## config.mk

```make
export PLATFORM = sky130hd
export DESIGN_NAME = s_div_share_arbiter_flat
export DESIGN_NICKNAME = d
export VERILOG_FILES = /design/src/rtl/s_div_share_arbiter_if.sv /design/src/rtl/s_div_share_arbiter.sv /design/src/flat_wrapper.sv
export SDC_FILE = /design/constraint.sdc
export NUM_CORES = 1
export LEC_CHECK = 0
export ABC_AREA = 1
export CORE_AREA = 2 2 211 213
export CTS_BUF_LIST = sky130_fd_sc_hd__clkbuf_4 sky130_fd_sc_hd__clkbuf_8 sky130_fd_sc_hd__clkbuf_16
export DETAILED_ROUTE_END_ITERATION = 10
export DIE_AREA = 0 0 213 215
export SKIP_CTS_REPAIR_TIMING = 1
export SYNTH_ARGS = -nofsm -noshare
export SYNTH_HDL_FRONTEND = slang
export SYNTH_SLANG_ARGS = --single-unit
```

## constraint.sdc

```tcl
create_clock -name clk_i -period 7.35 [get_ports clk_i]
set_input_delay 2.205 -clock clk_i [delete_from_list [all_inputs] [get_ports clk_i]]
set_output_delay 2.205 -clock clk_i [all_outputs]
set_load 0.02 [all_outputs]
```

## src/rtl/s_div_share_arbiter_if.sv

```systemverilog
// PE-side request/response bus of the shared divider arbiter.
// The PE array is the master; the arbiter is the slave.
interface s_div_share_arbiter_if #(
  parameter int N_REQ  = 4,
  parameter int N_BITS = 32
);
  logic [N_REQ-1:0]        req_valid;
  logic [N_REQ*N_BITS-1:0] req_a;
  logic [N_REQ*N_BITS-1:0] req_b;
  logic [N_REQ-1:0]        req_rem;
  logic [N_REQ-1:0]        req_ready;
  logic [N_REQ-1:0]        rsp_valid;
  logic [N_REQ*N_BITS-1:0] rsp_data;

  modport master (
    output req_valid, req_a, req_b, req_rem,
    input  req_ready, rsp_valid, rsp_data
  );

  modport slave (
    input  req_valid, req_a, req_b, req_rem,
    output req_ready, rsp_valid, rsp_data
  );
endinterface

```

## src/rtl/s_div_share_arbiter.sv

```systemverilog
// Round-robin arbiter sharing one fixed-latency pipelined divider among N_REQ PEs.
// A tag pipe matched to the divider depth routes each result back to its issuer.
module s_div_share_arbiter #(
  parameter int N_REQ   = 4,
  parameter int N_BITS  = 32,
  parameter int DIV_LAT = 4
) (
  input  logic                  clk_i,
  input  logic                  rst_n_i,
  input  logic                  mage_done_i,
  input  logic                  pea_ready_i,
  s_div_share_arbiter_if.slave  pe,
  output logic                  div_en_o,
  output logic                  div_valid_o,
  output logic [N_BITS-1:0]     div_a_o,
  output logic [N_BITS-1:0]     div_b_o,
  input  logic [N_BITS-1:0]     div_q_i,
  input  logic [N_BITS-1:0]     div_r_i,
  output logic                  busy_o
);

  localparam int ID_W = (N_REQ > 1) ? $clog2(N_REQ) : 1;
  localparam int LAST = DIV_LAT - 1;
  localparam logic [ID_W-1:0] ID_MAX = ID_W'(N_REQ - 1);
  localparam logic [ID_W:0]   N_REQ_W = (ID_W + 1)'(N_REQ);

  logic                  adv;
  logic [ID_W-1:0]       ptr;
  logic                  grant_valid;
  logic [ID_W-1:0]       grant_idx;
  logic [N_REQ-1:0]      grant_vec;
  logic                  grant_rem;
  logic                  grant_dbz;

  logic [DIV_LAT-1:0]    tag_v;
  logic [DIV_LAT-1:0]    tag_rem;
  logic [DIV_LAT-1:0]    tag_dbz;
  logic [ID_W-1:0]       tag_id [DIV_LAT];

  logic [N_REQ-1:0]        rsp_valid_q;
  logic [N_REQ*N_BITS-1:0] rsp_data_q;
  logic [N_BITS-1:0]       last_result;

  assign adv      = pea_ready_i && !mage_done_i;
  assign div_en_o = adv;

  // Search starts at ptr and wraps; the first valid requester wins.
  always_comb begin
    logic [ID_W:0]   sum;
    logic [ID_W-1:0] cand;
    grant_valid = 1'b0;
    grant_idx   = '0;
    sum         = '0;
    cand        = '0;
    if (adv) begin
      for (int k = 0; k < N_REQ; k++) begin
        sum = {1'b0, ptr} + (ID_W + 1)'(k);
        if (sum >= N_REQ_W) begin
          sum = sum - N_REQ_W;
        end
        cand = sum[ID_W-1:0];
        if (!grant_valid && pe.req_valid[cand]) begin
          grant_valid = 1'b1;
          grant_idx   = cand;
        end
      end
    end
  end

  always_comb begin
    grant_vec   = '0;
    div_valid_o = 1'b0;
    div_a_o     = '0;
    div_b_o     = '0;
    grant_rem   = 1'b0;
    grant_dbz   = 1'b0;
    if (grant_valid) begin
      grant_vec[grant_idx] = 1'b1;
      div_valid_o          = 1'b1;
      div_a_o              = pe.req_a[int'(grant_idx)*N_BITS +: N_BITS];
      div_b_o              = pe.req_b[int'(grant_idx)*N_BITS +: N_BITS];
      grant_rem            = pe.req_rem[grant_idx];
      grant_dbz            = (div_b_o == '0);
    end
  end

  assign pe.req_ready = grant_vec;

  always_ff @(posedge clk_i or negedge rst_n_i) begin
    if (!rst_n_i) begin
      ptr <= '0;
    end else if (mage_done_i) begin
      ptr <= '0;
    end else if (grant_valid) begin
      ptr <= (grant_idx == ID_MAX) ? '0 : grant_idx + 1'b1;
    end
  end

  // Tags advance in lockstep with the divider, so they only move when it is enabled.
  always_ff @(posedge clk_i or negedge rst_n_i) begin
    if (!rst_n_i) begin
      tag_v   <= '0;
      tag_rem <= '0;
      tag_dbz <= '0;
      for (int i = 0; i < DIV_LAT; i++) begin
        tag_id[i] <= '0;
      end
    end else if (mage_done_i) begin
      tag_v <= '0;
    end else if (adv) begin
      tag_v[0]   <= grant_valid;
      tag_rem[0] <= grant_rem;
      tag_dbz[0] <= grant_dbz;
      tag_id[0]  <= grant_idx;
      for (int i = 1; i < DIV_LAT; i++) begin
        tag_v[i]   <= tag_v[i-1];
        tag_rem[i] <= tag_rem[i-1];
        tag_dbz[i] <= tag_dbz[i-1];
        tag_id[i]  <= tag_id[i-1];
      end
    end
  end

  // Divide-by-zero quotients are forced to all-ones regardless of the divider's own output.
  assign last_result = tag_rem[LAST] ? div_r_i : (tag_dbz[LAST] ? '1 : div_q_i);

  always_ff @(posedge clk_i or negedge rst_n_i) begin
    if (!rst_n_i) begin
      rsp_valid_q <= '0;
      rsp_data_q  <= '0;
    end else if (mage_done_i) begin
      rsp_valid_q <= '0;
    end else if (adv) begin
      rsp_valid_q <= '0;
      if (tag_v[LAST]) begin
        rsp_valid_q[tag_id[LAST]] <= 1'b1;
        rsp_data_q[int'(tag_id[LAST])*N_BITS +: N_BITS] <= last_result;
      end
    end
  end

  assign pe.rsp_valid = rsp_valid_q;
  assign pe.rsp_data  = rsp_data_q;
  assign busy_o       = (|tag_v) || (|rsp_valid_q);

endmodule

```

## src/flat_wrapper.sv

```systemverilog
// flat-port wrapper written by rule: the top's interface ports become plain ports
module s_div_share_arbiter_flat 
#(
  parameter int N_REQ   = 4,
  parameter int N_BITS  = 32,
  parameter int DIV_LAT = 4
)
  (clk_i, rst_n_i, mage_done_i, pea_ready_i, div_en_o, div_valid_o, div_a_o, div_b_o, div_q_i, div_r_i, busy_o, pe_req_valid, pe_req_a, pe_req_b, pe_req_rem, pe_req_ready, pe_rsp_valid, pe_rsp_data);
  s_div_share_arbiter_if #(.N_REQ(N_REQ), .N_BITS(N_BITS)) pe_i ();
  input  logic clk_i;
  input  logic rst_n_i;
  input  logic mage_done_i;
  input  logic pea_ready_i;
  output logic div_en_o;
  output logic div_valid_o;
  output logic [N_BITS-1:0] div_a_o;
  output logic [N_BITS-1:0] div_b_o;
  input  logic [N_BITS-1:0] div_q_i;
  input  logic [N_BITS-1:0] div_r_i;
  output logic busy_o;
  input wire logic [$bits(pe_i.req_valid)-1:0] pe_req_valid;
  input wire logic [$bits(pe_i.req_a)-1:0] pe_req_a;
  input wire logic [$bits(pe_i.req_b)-1:0] pe_req_b;
  input wire logic [$bits(pe_i.req_rem)-1:0] pe_req_rem;
  output wire logic [$bits(pe_i.req_ready)-1:0] pe_req_ready;
  output wire logic [$bits(pe_i.rsp_valid)-1:0] pe_rsp_valid;
  output wire logic [$bits(pe_i.rsp_data)-1:0] pe_rsp_data;
  assign pe_i.req_valid = pe_req_valid;
  assign pe_i.req_a = pe_req_a;
  assign pe_i.req_b = pe_req_b;
  assign pe_i.req_rem = pe_req_rem;
  assign pe_req_ready = pe_i.req_ready;
  assign pe_rsp_valid = pe_i.rsp_valid;
  assign pe_rsp_data = pe_i.rsp_data;
  s_div_share_arbiter #(.N_REQ(N_REQ), .N_BITS(N_BITS), .DIV_LAT(DIV_LAT)) u_core (.clk_i(clk_i), .rst_n_i(rst_n_i), .mage_done_i(mage_done_i), .pea_ready_i(pea_ready_i), .pe(pe_i), .div_en_o(div_en_o), .div_valid_o(div_valid_o), .div_a_o(div_a_o), .div_b_o(div_b_o), .div_q_i(div_q_i), .div_r_i(div_r_i), .busy_o(busy_o));
endmodule
```

# Word-level counts from Yosys, hierarchy flattened
# Cells that the tools add are included.
[totals]
reg_bits = 154
in_bits = 332
out_inout_bits = 203
word_cells = 107
[op_classes]
n_addsub = 9
magnitude_cmp = 12
eq_ne = 1
n_shift = 4
muxes = 52
n_bitwise = 1
n_reduce_logical = 18
[ops]
columns = ["op", "count"]
rows = [
  ["128-bit by 8-bit variable part select with 32-bit output", 2],
  ["128-bit bitwise mux", 1],
  ["32-bit 2-to-1 mux", 4],
  ["32-bit by 33-bit variable shift with 128-bit output, first input constant", 1],
  ["32-bit by 33-bit variable part select with 128-bit output", 1],
  ["7-bit negator with 33-bit output", 1],
  ["32-bit logical NOT", 1],
  ["2-bit 2-to-1 mux", 16],
  ["4-bit 2-to-1 mux", 6],
  ["2-bit by 3-bit < comparator with 1-bit output, second input constant", 6],
  ["1-bit 2-to-1 mux", 18],
  ["1-bit binary-select mux with 2-bit select", 5],
  ["3-bit greater-or-equal comparator, second input constant", 3],
  ["4-bit OR reduction", 2],
  ["2-bit by 1-bit subtractor with 2-bit output, second input constant", 4],
  ["2-bit by 2-bit adder with 3-bit output, second input constant", 2],
  ["1-bit logical AND", 6],
  ["1-bit demux with 2-bit select", 2],
  ["2-bit by 1-bit greater-or-equal comparator with 1-bit output, second input constant", 2],
  ["1-bit logical NOT", 4],
  ["2-bit nonzero test", 2],
  ["2-bit by 1-bit adder with 3-bit output, second input constant", 1],
  ["2-bit by 3-bit greater-or-equal comparator with 1-bit output, second input constant", 1],
  ["3-bit AND reduction", 1],
  ["5 further kinds", 5],
]

# Longest topological paths before layout
# Gate-level depths: netlist (run 1).
[logic_depth]
depth_word = 24
ltp_mapped = 21
depth_no_buf = 20

# Worst setup path after synthesis (run 1)
# Ideal clock, no wire load.
[synth_path]
path_type = "in2out"
start = "in pe_req_valid[3]"
end = "out div_a_o[24]"
arrival_time_ns = 4.044
required_time_ns = 5.145
setup_slack_ns = 1.101
path_stages = 14
path_buffers = 3
path_cell_list = "inv_1 nand2_1 nand3_1 nand2_2 nor2_4 nand3_2 nand2_2 buf_6 inv_6 nand2_8 buf_6 buf_2 a21oi_1 a221oi_1"
[synth_between]
elab_chain_cells = 18
word_cells_on_any_way = 29
cone_classes = "1 x shift; 22 x mux; 6 x reduce/logical"
[synth_rtl]
columns = ["element", "line_no", "rtl"]
rows = [
  ["start: declaration", "flat_wrapper.sv:21", "input wire logic [$bits(pe_i.req_valid)-1:0] pe_req_valid;"],
  ["1-bit binary-select mux with 2-bit select", "s_div_share_arbiter.sv:62", "if (!grant_valid && pe.req_valid[cand]) begin"],
  ["1-bit 2-to-1 mux (implied by the code)", "s_div_share_arbiter.sv:62", ""],
  ["1-bit 2-to-1 mux", "s_div_share_arbiter.sv:62", ""],
  ["1-bit 2-to-1 mux", "s_div_share_arbiter.sv:55", "if (adv) begin"],
  ["1-bit logical NOT", "s_div_share_arbiter.sv:62", ""],
  ["1-bit logical AND", "s_div_share_arbiter.sv:62", ""],
  ["1-bit 2-to-1 mux", "s_div_share_arbiter.sv:62", ""],
  ["1-bit 2-to-1 mux", "s_div_share_arbiter.sv:55", ""],
  ["[... 2 more ...]", "-", ""],
  ["1-bit 2-to-1 mux", "s_div_share_arbiter.sv:62", ""],
  ["1-bit 2-to-1 mux", "s_div_share_arbiter.sv:55", ""],
  ["1-bit logical NOT", "s_div_share_arbiter.sv:62", ""],
  ["1-bit logical AND", "s_div_share_arbiter.sv:62", ""],
  ["2-bit 2-to-1 mux", "s_div_share_arbiter.sv:62", ""],
  ["2-bit 2-to-1 mux", "s_div_share_arbiter.sv:55", ""],
  ["128-bit by 8-bit variable part select with 32-bit output", "s_div_share_arbiter.sv:80", "div_a_o = pe.req_a[int'(grant_idx)*N_BITS +: N_BITS];"],
  ["32-bit 2-to-1 mux *", "s_div_share_arbiter.sv:77", "if (grant_valid) begin"],
  ["end: declaration", "flat_wrapper.sv:16", "output logic [N_BITS-1:0] div_a_o;"],
]
# Every way passes the cells marked *; elsewhere a longest branch is shown, timed or not. The select of a mux whose other input is x is not followed.

# Worst setup path after layout (run 1)
[layout_path]
start = "in pe_req_valid[3]"
end = "out div_a_o[16]"
# Same word-level chain as after synthesis.

==> impl_metrics.json, run 1 <==
{
  "status": "finished, final reports clean",
  "maxSlewHeadroom_pct": 29.7,
  "die_x_um": 213,
  "rsz0062_at_grt": "false",
  "start_util_pct": 20.7,
  "fin_crit_ns": 7.19,
  "grt_antenna_before_repair": 9,
  "crit_family": "buffers and inverters",
  "hp-class": "reg -> reg",
  "layout_setup_ws_ns": 0.158,
  "crit_chain": "clkdlybuf4s50_1, inv_1, nand2_1, nand3_1, nand2_2, inv_1, nand2_1, nand2_1, nand2_1, inv_1, nand2_8, buf_12, a21oi_1, a221oi_2, clkdlybuf4s50_1",
  "place_inst": 2293,
  "synth_nets": 1569,
  "fin_nets": 2061,
  "cpPeakStageDelay_ns": 0.65,
  "area_growth_pct": 73.6,
  "drive_gt1_share_pct": 5.94,
  "synthTopCellsByArea": "dfrtp_1, nand2_1, o21ai_0, a21oi_1, nand3_1",
  "period_share_pct": 97.9,
  "fp.dieArea_mm2": 0.0458,
  "numClockSinks": 154,
  "grt-ovfl-total": 0,
  "finalSetupViolCount": 0,
  "power.density_mw_per_mm2": 187,
  "synth_edf_count": 0,
  "cap_violations": 0,
  "die_y_um": 215,
  "ys_ff_latch": 154,
  "syn_area_per_cell_um2": 7.37,
  "synth_top_cell_by_area": "dfrtp_1",
  "setup-tns-final_ns": 0,
  "synth_cells": 1228,
  "grt_max_degree": 98,
  "worst_slew_pin_slew_ns": 1.05,
  "synth_most_common_cell": "nand2_1",
  "syn_area_mm2": 0.00904,
  "grt_pass1_vias": 11100,
  "cts_buffers": 17,
  "ff2ff_setup_slack_ns": 4.46,
  "ys_seq_area_share_pct": 42.6,
  "via_per_inst": 4.61,
  "hold_viol": 0,
  "via_count": 10700,
  "clk_pin_slew_worst_paths_ns": 0.06,
  "ys.flop_type": "dfrtp_1",
  "io_buffers": 534,
  "crit_path_start_kind": "input pin",
  "synth_cell_types": 30,
  "cpMostUsedCell": "nand2_1",
  "pin_count": 535,
  "drt-wirelength-per-cell_um": 19.2,
  "ys.warnings.count": 0,
  "fmax_mhz": 139,
  "ir_drop_v": 0.000119,
  "cts_tree": "yes",
  "p_leak_nw": 6.87,
  "cp-end-kind": "output port",
  "drc": 0,
  "postSynth.asyncResetShare_pct": 100,
  "placed_cell_area_mm2": 0.0150,
  "worstSkewPairLatency_ns": 0.43,
  "slew_viol_final": 0,
  "worstPathRequired_ns": 5.14,
  "drt_iter0_drc": 604,
  "gp_congestion": 0.963,
  "path_class": "in -> out",
  "synth_top_cell_area_share_pct": 42.6,
  "core_mm2": 0.0436,
  "final_area_mm2": 0.0157,
  "finClkSkew_ns": 0.00782,
  "dp_slack_ns": 0.0667,
  "synth_common_cells": "nand2_1, dfrtp_1, o21ai_0",
  "nFillCells": 4591,
  "grt_pass1_wl_mm": 66.2,
  "place_hpwl_mm": 34.7,
  "root_buffer": "clkbuf_16",
  "firstDrtPassIters": 6,
  "slowest_stage": "clkdlybuf4s50_1",
  "finalWirelength_mm": 44.6,
  "globalRouteTotalUtil_pct": 19.0,
  "crit_buf_inv": 6,
  "finalNonFillerCells": 2330,
  "rows": 77,
  "cts_buffer_depth": 2,
  "cp_max_fo": 34,
  "htreeDepth": 4,
  "worst_ep_arrival_time_ns": 4.99,
  "ant_nets": 0
}
[power by group]
part | internal (W) | leakage, nW | switching, W | total, W
Clock | 0.000560 | 0.301 | 0.000367 | 0.000926
Combinational | 0.000439 | 4.44 | 0.000659 | 0.00110
Sequential | 0.000887 | 2.13 | 0.0000235 | 0.000910
Total | 0.00189 | 6.87 | 0.00105 | 0.00293
[flip-flops by register name, indices dropped and copies added, names as in the netlist]
| name | flops |
|---|---|
| u_core.pe.rsp_data | 128 |
| u_core.tag_v | 4 |
| u_core.pe.rsp_valid | 4 |
| u_core.tag_rem | 4 |
| u_core.tag_id | 8 |
| u_core.tag_dbz | 4 |
| u_core.ptr | 2 |
[kinds of logic after synthesis]
logic type	count (synthesis)	synth area share [%]
fa+ha+maj	9	1.25
buf+inv	150	8.05
compound gates	340	22.5
flops	154	42.6
simple gates	575	25.5
[final cells by class]
| cell class | instances | area (µm²) | share of cell area [%] |
|---|---|---|---|
| Timing Repair Buffer | 570 | 5790 | 36.9 |
| Multi-Input combinational cell | 924 | 4480 | 28.5 |
| Sequential cell | 154 | 3850 | 24.5 |
| Tap cell | 592 | 741 | 4.72 |
| Clock buffer | 20 | 460 | 2.93 |
| Inverter | 53 | 204 | 1.30 |
| Clock inverter | 12 | 163 | 1.04 |
| Antenna cell | 5 | 12.5 | 0.0797 |
[final timing paths]
check,start,end,cells after the start
max,pe_req_valid[3],div_a_o[16],15
min,u_core.tag_id[2],u_core.tag_id[2],2
max reg2reg,u_core.ptr[0],u_core.tag_dbz[0],19
min reg2reg,u_core.tag_id[2],u_core.tag_id[2],2
max in group asynchronous,rst_n_i,u_core.pe.rsp_data[74],2
min in group asynchronous,rst_n_i,u_core.pe.rsp_data[33],1
[worst reg2reg max path, cell delays in order (launching register included)]
cell and delay (ns):
dfrtp_1 0.56, inv_2 0.17, nand2_1 0.11, nand2_2 0.08
nand2_2 0.08, nand2_2 0.06, nor2_4 0.11, nand3_1 0.08
nand2_1 0.06, inv_1 0.04, nand2_2 0.12, buf_4 0.36
nand3_1 0.21, nand2_1 0.14, nand2_1 0.06, nor2_1 0.19
nand2_1 0.12, nor2_1 0.10, nand3_1 0.10, nand2_1 0.07
[through the flow]
stage               power [W]  hold WS [ns]  util (%)
floorplan             0.00150         0.442         -
global placement      0.00203         0.455      34.4
detailed placement    0.00204         0.461      34.4
CTS                   0.00298         0.477      35.8
global route          0.00310         0.500      36.0
finish                0.00293         0.474      36.0
[routing by layer]
layer  track usage (%)  share of wire (%)  vias up
li1                  -                  -     5124
met1              20.3                 37     5130
met2              35.5                 52      410
met3              4.91                7.3       62
met4              6.46                2.9        4
met5                 0              0.056        -
[cells in the final DEF, fill, tap and decap left out, types with 2 or more instances in the layout]
master	netlist	final
clkdlybuf4s50_1	0	502
nand2_1	417	416
dfrtp_1	154	154
o21ai_0	147	147
a21oi_1	81	81
nor2_1	77	77
nand3_1	64	64
inv_1	50	49
o22ai_1	35	35
o31ai_1	33	33
buf_4	12	30
dlymetal6s2s_1	0	27
a221oi_1	21	21
clkbuf_16	0	17
a221oi_2	11	11
o211ai_1	9	9
buf_12	0	9
ha_1	9	8
diode_2	0	5
nand2_2	5	5
clkinv_4	0	4
inv_2	2	3
nor2_4	2	3
inv_6	1	3
o21ai_1	3	3
bufinv_16	0	3
nand3_2	2	2
nor4_1	2	2
clkbuf_8	0	2
clkinvlp_4	0	2
buf_6	12	2
(Power assumes the default switching activity.)
==> inputs of run 2 (changes only) <==
CAP_MARGIN = 20   (was unset)
DONT_BUFFER_PORTS = 1   (was unset)
==> run 2 against run 1 <==
  * Total power is 11% lower
  * Clock skew up 0.0059 ns
  * Critical path depth is 2 lower
  * Fmax is 6.2% higher
  * Clock power decreased by 7.1%
  * Cell count fell by 21%
  * Critical endpoint is now div_a_o[23]
  * Largest cell class is now multi-input gates
  * Highest routed layer is now met4
==> impl_metrics.json, run 2 (synthesized netlist as in run 1, its figures left out) <==
{
  "status": "finished, final reports clean",
  "slew_viol_final": 0,
  "final_area_mm2": 0.0106,
  "multi_input_area_mm2": 0.00448,
  "grt_antenna_before_repair": 10,
  "core_mm2": 0.0436,
  "layout_setup_ws_ns": 0.576,
  "slowest_stage": "buf_4",
  "cpPeakStageDelay_ns": 0.38,
  "finish.utilization_pct": 24.3,
  "finalSetupViolCount": 0,
  "die_x_um": 213,
  "cts_buffer_depth": 2,
  "firstDrtPassIters": 5,
  "combPwrFrac_pct": 31.1,
  "r2r_start": "u_core.ptr[0]",
  "root_buffer": "clkbuf_16",
  "nFillCells": 4835,
  "holdPathEnd": "u_core.tag_id[2]",
  "power_frac_clock_pct": 32.9,
  "ff2ff_path_depth": 19,
  "drt-wirelength-per-cell_um": 21.0,
  "worst_slew_pin_slew_ns": 0.767,
  "final_common_cell": "nand2_1",
  "intPower_w": 0.00159,
  "ff2ff_setup_slack_ns": 4.04,
  "rows": 77,
  "power.density_mw_per_mm2": 247,
  "finalWirelength_mm": 38.9,
  "cp-end-kind": "output port",
  "hold_viol": 0,
  "worstSkewPairLatency_ns": 0.45,
  "cp_max_fo": 58,
  "via_count": 9200,
  "seqCellArea_mm2": 0.00385,
  "grt_pass1_wl_mm": 55.9,
  "rsz0062_at_grt": "false",
  "setup-tns-final_ns": 0,
  "grt_pass1_vias": 8980,
  "p_seq_share_pct": 36.0,
  "htreeDepth": 4,
  "min_path_cells": 2,
  "hp-class": "reg -> reg",
  "ant_nets": 0,
  "cts_buffers": 17,
  "fp.dieArea_mm2": 0.0458,
  "drive_gt1_share_pct": 12.0,
  "crit_chain": "inv_1, nand2_1, nand3_1, nand2_2, nor2_4, nand3_2, nand2_4, inv_6, nand2_8, buf_4, a21oi_1, a221oi_1, buf_4",
  "crit_path_start_kind": "input pin",
  "placed_cell_area_mm2": 0.00997,
  "largest_register_ffs": 128,
  "cts_tree": "yes",
  "drt_iter0_drc": 623,
  "numClockSinks": 154,
  "fmax_mhz": 148,
  "hp-start": "u_core.tag_id[2]",
  "maxSlewHeadroom_pct": 48.9,
  "ir_drop_v": 0.000117,
  "start_util_pct": 20.7,
  "power.switching_w": 0.00102,
  "p_leak_nw": 4.66,
  "via_per_inst": 4.97,
  "finClkSkew_ns": 0.0137,
  "worst_ep_arrival_time_ns": 4.57,
  "period_share_pct": 92.2,
  "fin_nets": 1579,
  "place_hpwl_mm": 29.7,
  "clk_pin_slew_worst_paths_ns": 0.06,
  "io_buffers": 0,
  "rr_endpoint": "u_core.tag_dbz[0]",
  "cpMostUsedCell": "buf_4",
  "grt-ovfl-total": 0,
  "gp_congestion": 0.942,
  "area_growth_pct": 17.1,
  "cap_violations": 0,
  "pin_count": 535,
  "dp_slack_ns": 0.607,
  "path_class": "in -> out",
  "final_cell_mix": "nand2_1, dfrtp_1, o21ai_0",
  "worstPathRequired_ns": 5.14,
  "die_y_um": 215,
  "globalRouteTotalUtil_pct": 16.3,
  "swShare_pct": 39.2,
  "drc": 0,
  "fin_crit_ns": 6.77,
  "grt_max_degree": 155
}
run 2: cell count changes in the layout (fill, tap and decap cells not counted), sizes merged:
cell	previous run	this run
clkbuf	20	18
diode	5	9
dlymetal6s2s	27	0
inv	55	58
buf	41	88
clkdlybuf4s50	502	0
clkinvlp	2	4
bufinv	3	1
clkinv	5	4
run 2: routing by layer:
metal  wire (µm)  track usage (%)
met1       14200             17.5
met2       19600             28.7
met3        3350             4.84
met4        1700             8.48
met5           0                0
run 2: power groups by stage:
| stage | combinational (W) | clock (W) | sequential (W) |
|---|---|---|---|
| CTS | 0.000806 | 0.000883 | 0.000943 |
| global route | 0.000898 | 0.000924 | 0.000948 |
| global placement | 0.000791 | 0 | 0.000957 |
| finish | 0.000814 | 0.000860 | 0.000942 |
| detailed placement | 0.000804 | 0 | 0.000958 |
| floorplan | 0.000563 | 0 | 0.000942 |
run 2: worst max-delay path by stage:
| stage | from | end | cells after the start |
|---|---|---|---|
| floorplan | pe_req_valid[3] | div_a_o[24] | 14 |
| global placement | pe_req_valid[3] | div_b_o[26] | 12 |
| detailed placement | pe_req_valid[1] | div_b_o[26] | 12 |
| CTS | pe_req_valid[1] | div_b_o[26] | 12 |
| global route | pe_req_valid[3] | div_a_o[28] | 13 |
| finish | pe_req_valid[1] | div_a_o[23] | 13 |
run 2: stage by stage:
step	total power (W)	std cells	hold slack, ns
6_report	0.00262	1852	0.473
5_1_grt	0.00277	1852	0.491
4_1_cts	0.00263	1842	0.480
3_5_place_dp	0.00176	1810	0.462
3_3_place_gp	0.00175	1809	0.457
2_1_floorplan	0.00150	1228	0.442
run 2: area by class of cell:
cell class                 count  area share (%)
sequential                   154            36.4
clock buffer                  18            4.09
timing repair buffer          88            6.78
tap                          592            6.99
multi-input combinational    924            42.3
inverter                      53            1.93
clock inverter                14            1.30
antenna                        9           0.213
run 2: worst max-delay path: cells and delay by family:
kind	cells	cell delay, ns
simple gates	7	1.11
buf+inv	4	0.75
compound gates	2	0.42
==> inputs of run 3 (changes only) <==
CELL_PAD_IN_SITES_DETAIL_PLACEMENT = 0   (was unset)
CELL_PAD_IN_SITES_GLOBAL_PLACEMENT = 1   (was unset)
CTS_BUF_LIST = unset   (was sky130_fd_sc_hd__clkbuf_4 sky130_fd_sc_hd__clkbuf_8 sky130_fd_sc_hd__clkbuf_16)
PLACE_DENSITY_LB_ADDON = 0.1   (was unset)
==> run 3 against run 2 <==
  * Fmax up 3.7%
  * Largest power group unchanged
  * Non-clock buffer count decreased by 5
  * Global-route usage is 2.3 points higher
  * Sequential power is 0.4% lower
  * First-iteration DRC count fell by 7.4%
  * Critical path type unchanged
  * Total power is 0.16% lower
  * Utilization about the same
==> impl_metrics.json, run 3 (synthesized netlist as in run 1, its figures left out) <==
{
  "fin_crit_ns": 6.53,
  "power_w": 0.00261,
  "core_mm2": 0.0436,
  "period_share_pct": 88.9,
  "cpMostUsedCell": "nand2_1",
  "numClockSinks": 154,
  "grt_max_degree": 155,
  "dp_slack_ns": 0.806,
  "die_y_um": 215,
  "rsz0062_at_grt": "false",
  "via_per_inst": 4.84,
  "grt_pass1_wl_mm": 63.0,
  "crit_path_start_kind": "input pin",
  "worst_slew_pin_slew_ns": 0.763,
  "drt_iter0_drc": 577,
  "finClkSkew_ns": 0.0152,
  "cap_violations": 0,
  "path_class": "in -> out",
  "largest_register_ffs": 128,
  "fin_nets": 1574,
  "finalNonFillerCells": 1847,
  "hold_viol": 0,
  "place_hpwl_mm": 33.1,
  "final_common_cell": "nand2_1",
  "p_leak_nw": 4.64,
  "cp_max_fo": 21,
  "pin_count": 535,
  "worstPathRequired_ns": 5.14,
  "fmax_mhz": 153,
  "hp-class": "reg -> reg",
  "worstSkewPairLatency_ns": 0.44,
  "drive_gt1_share_pct": 11.5,
  "slowest_stage": "a221oi_1",
  "grt_antenna_before_repair": 9,
  "firstDrtPassIters": 4,
  "power.density_mw_per_mm2": 247,
  "crit_family": "simple AND/OR/NAND/NOR gates",
  "finalWirelength_mm": 43.4,
  "nFillCells": 4939,
  "status": "finished, final reports clean",
  "drc": 0,
  "gp_congestion": 0.889,
  "worst_ep_arrival_time_ns": 4.33,
  "die_x_um": 213,
  "via_count": 8947,
  "cts_tree": "yes",
  "clk_pin_slew_worst_paths_ns": 0.06,
  "cts_buffers": 17,
  "area_growth_pct": 17.0,
  "ant_nets": 0,
  "final_area_mm2": 0.0106,
  "final_cell_mix": "nand2_1, dfrtp_1, o21ai_0",
  "rows": 77,
  "slew_viol_final": 0,
  "layout_setup_ws_ns": 0.816,
  "drt-wirelength-per-cell_um": 23.5,
  "crit_buf_inv": 4,
  "grt_pass1_vias": 9514,
  "finalSetupViolCount": 0,
  "seqCellArea_mm2": 0.00385,
  "globalRouteTotalUtil_pct": 18.6,
  "io_buffers": 0,
  "crit_chain": "inv_1, nand2_1, nand3_1, nand2_2, inv_1, nand2_1, nand2_1, nand2_1, nor2_4, buf_4, nand2_1, a221oi_1, buf_4",
  "maxSlewHeadroom_pct": 49.2,
  "cpPeakStageDelay_ns": 0.43,
  "cp-end-kind": "output port",
  "ir_drop_v": 0.000108,
  "placed_cell_area_mm2": 0.0100,
  "setup-tns-final_ns": 0,
  "fp.dieArea_mm2": 0.0458,
  "root_buffer": "clkbuf_16",
  "grt-ovfl-total": 0,
  "start_util_pct": 20.7,
  "cts_buffer_depth": 2,
  "place_inst": 1806,
  "htreeDepth": 4,
  "multi_input_area_mm2": 0.00448
}
==> run 3: path summary, 6_finish.rpt <==
path                                  start                endpoint  slack, ns  cells past startpoint
min reg2reg                u_core.tag_id[2]        u_core.tag_id[2]       0.47                      2
min in group asynchronous           rst_n_i  u_core.pe.rsp_data[60]       1.47                      0
max                         pe_req_valid[3]              div_a_o[1]       0.82                     13
max in group asynchronous           rst_n_i  u_core.pe.rsp_data[78]       5.56                      0
max reg2reg                   u_core.ptr[0]       u_core.tag_dbz[0]       4.22                     20
min                        u_core.tag_id[2]        u_core.tag_id[2]       0.47                      2
==> run 3: worst register-to-register path: stages (launching register included) <==
cell	delay [ns]
dfrtp_1	0.60
inv_2	0.18
nand2_1	0.11
nand2_2	0.08
nand2_2	0.08
nand2_2	0.07
nor2_4	0.11
nand3_1	0.08
nand2_1	0.06
inv_1	0.04
nand2_2	0.20
buf_12	0.27
buf_4	0.33
nand3_1	0.13
nand2_1	0.12
nand2_1	0.11
nor2_1	0.13
nand2_1	0.07
nor2_1	0.15
nand3_1	0.09
nand2_1	0.06
==> run 3: area by class of cell <==
class	count	area share (%)
Clock buffer	19	4.09
Tap cell	592	7.00
Sequential cell	154	36.4
Clock inverter	13	1.13
Inverter	53	1.93
Timing Repair Buffer	83	6.93
Antenna cell	9	0.213
Multi-Input combinational cell	924	42.3
==> run 3: per-layer routing <==
layer / GRT usage [%] / up-vias / part of all wire (%)
met2: 34.4 / 380 / 53
li1: - / 4173 / -
met5: 0 / - / 0
met4: 6.69 / 0 / 3.1
met3: 4.63 / 52 / 7.0
met1: 20.2 / 4342 / 37
==> run 3: per-stage QoR <==
| step | util (%) | hold WS, ns |
|---|---|---|
| global route | 24.3 | 0.513 |
| global placement | 22.7 | 0.457 |
| detailed placement | 22.9 | 0.458 |
| finish | 24.3 | 0.469 |
| CTS | 24.2 | 0.473 |
| floorplan | - | 0.442 |
==> run 3: where the power goes <==
part / total, W / switching (W) / internal, W
Combinational: 0.000823 / 0.000581 / 0.000243
Clock: 0.000850 / 0.000381 / 0.000469
Sequential: 0.000938 / 0.0000520 / 0.000886
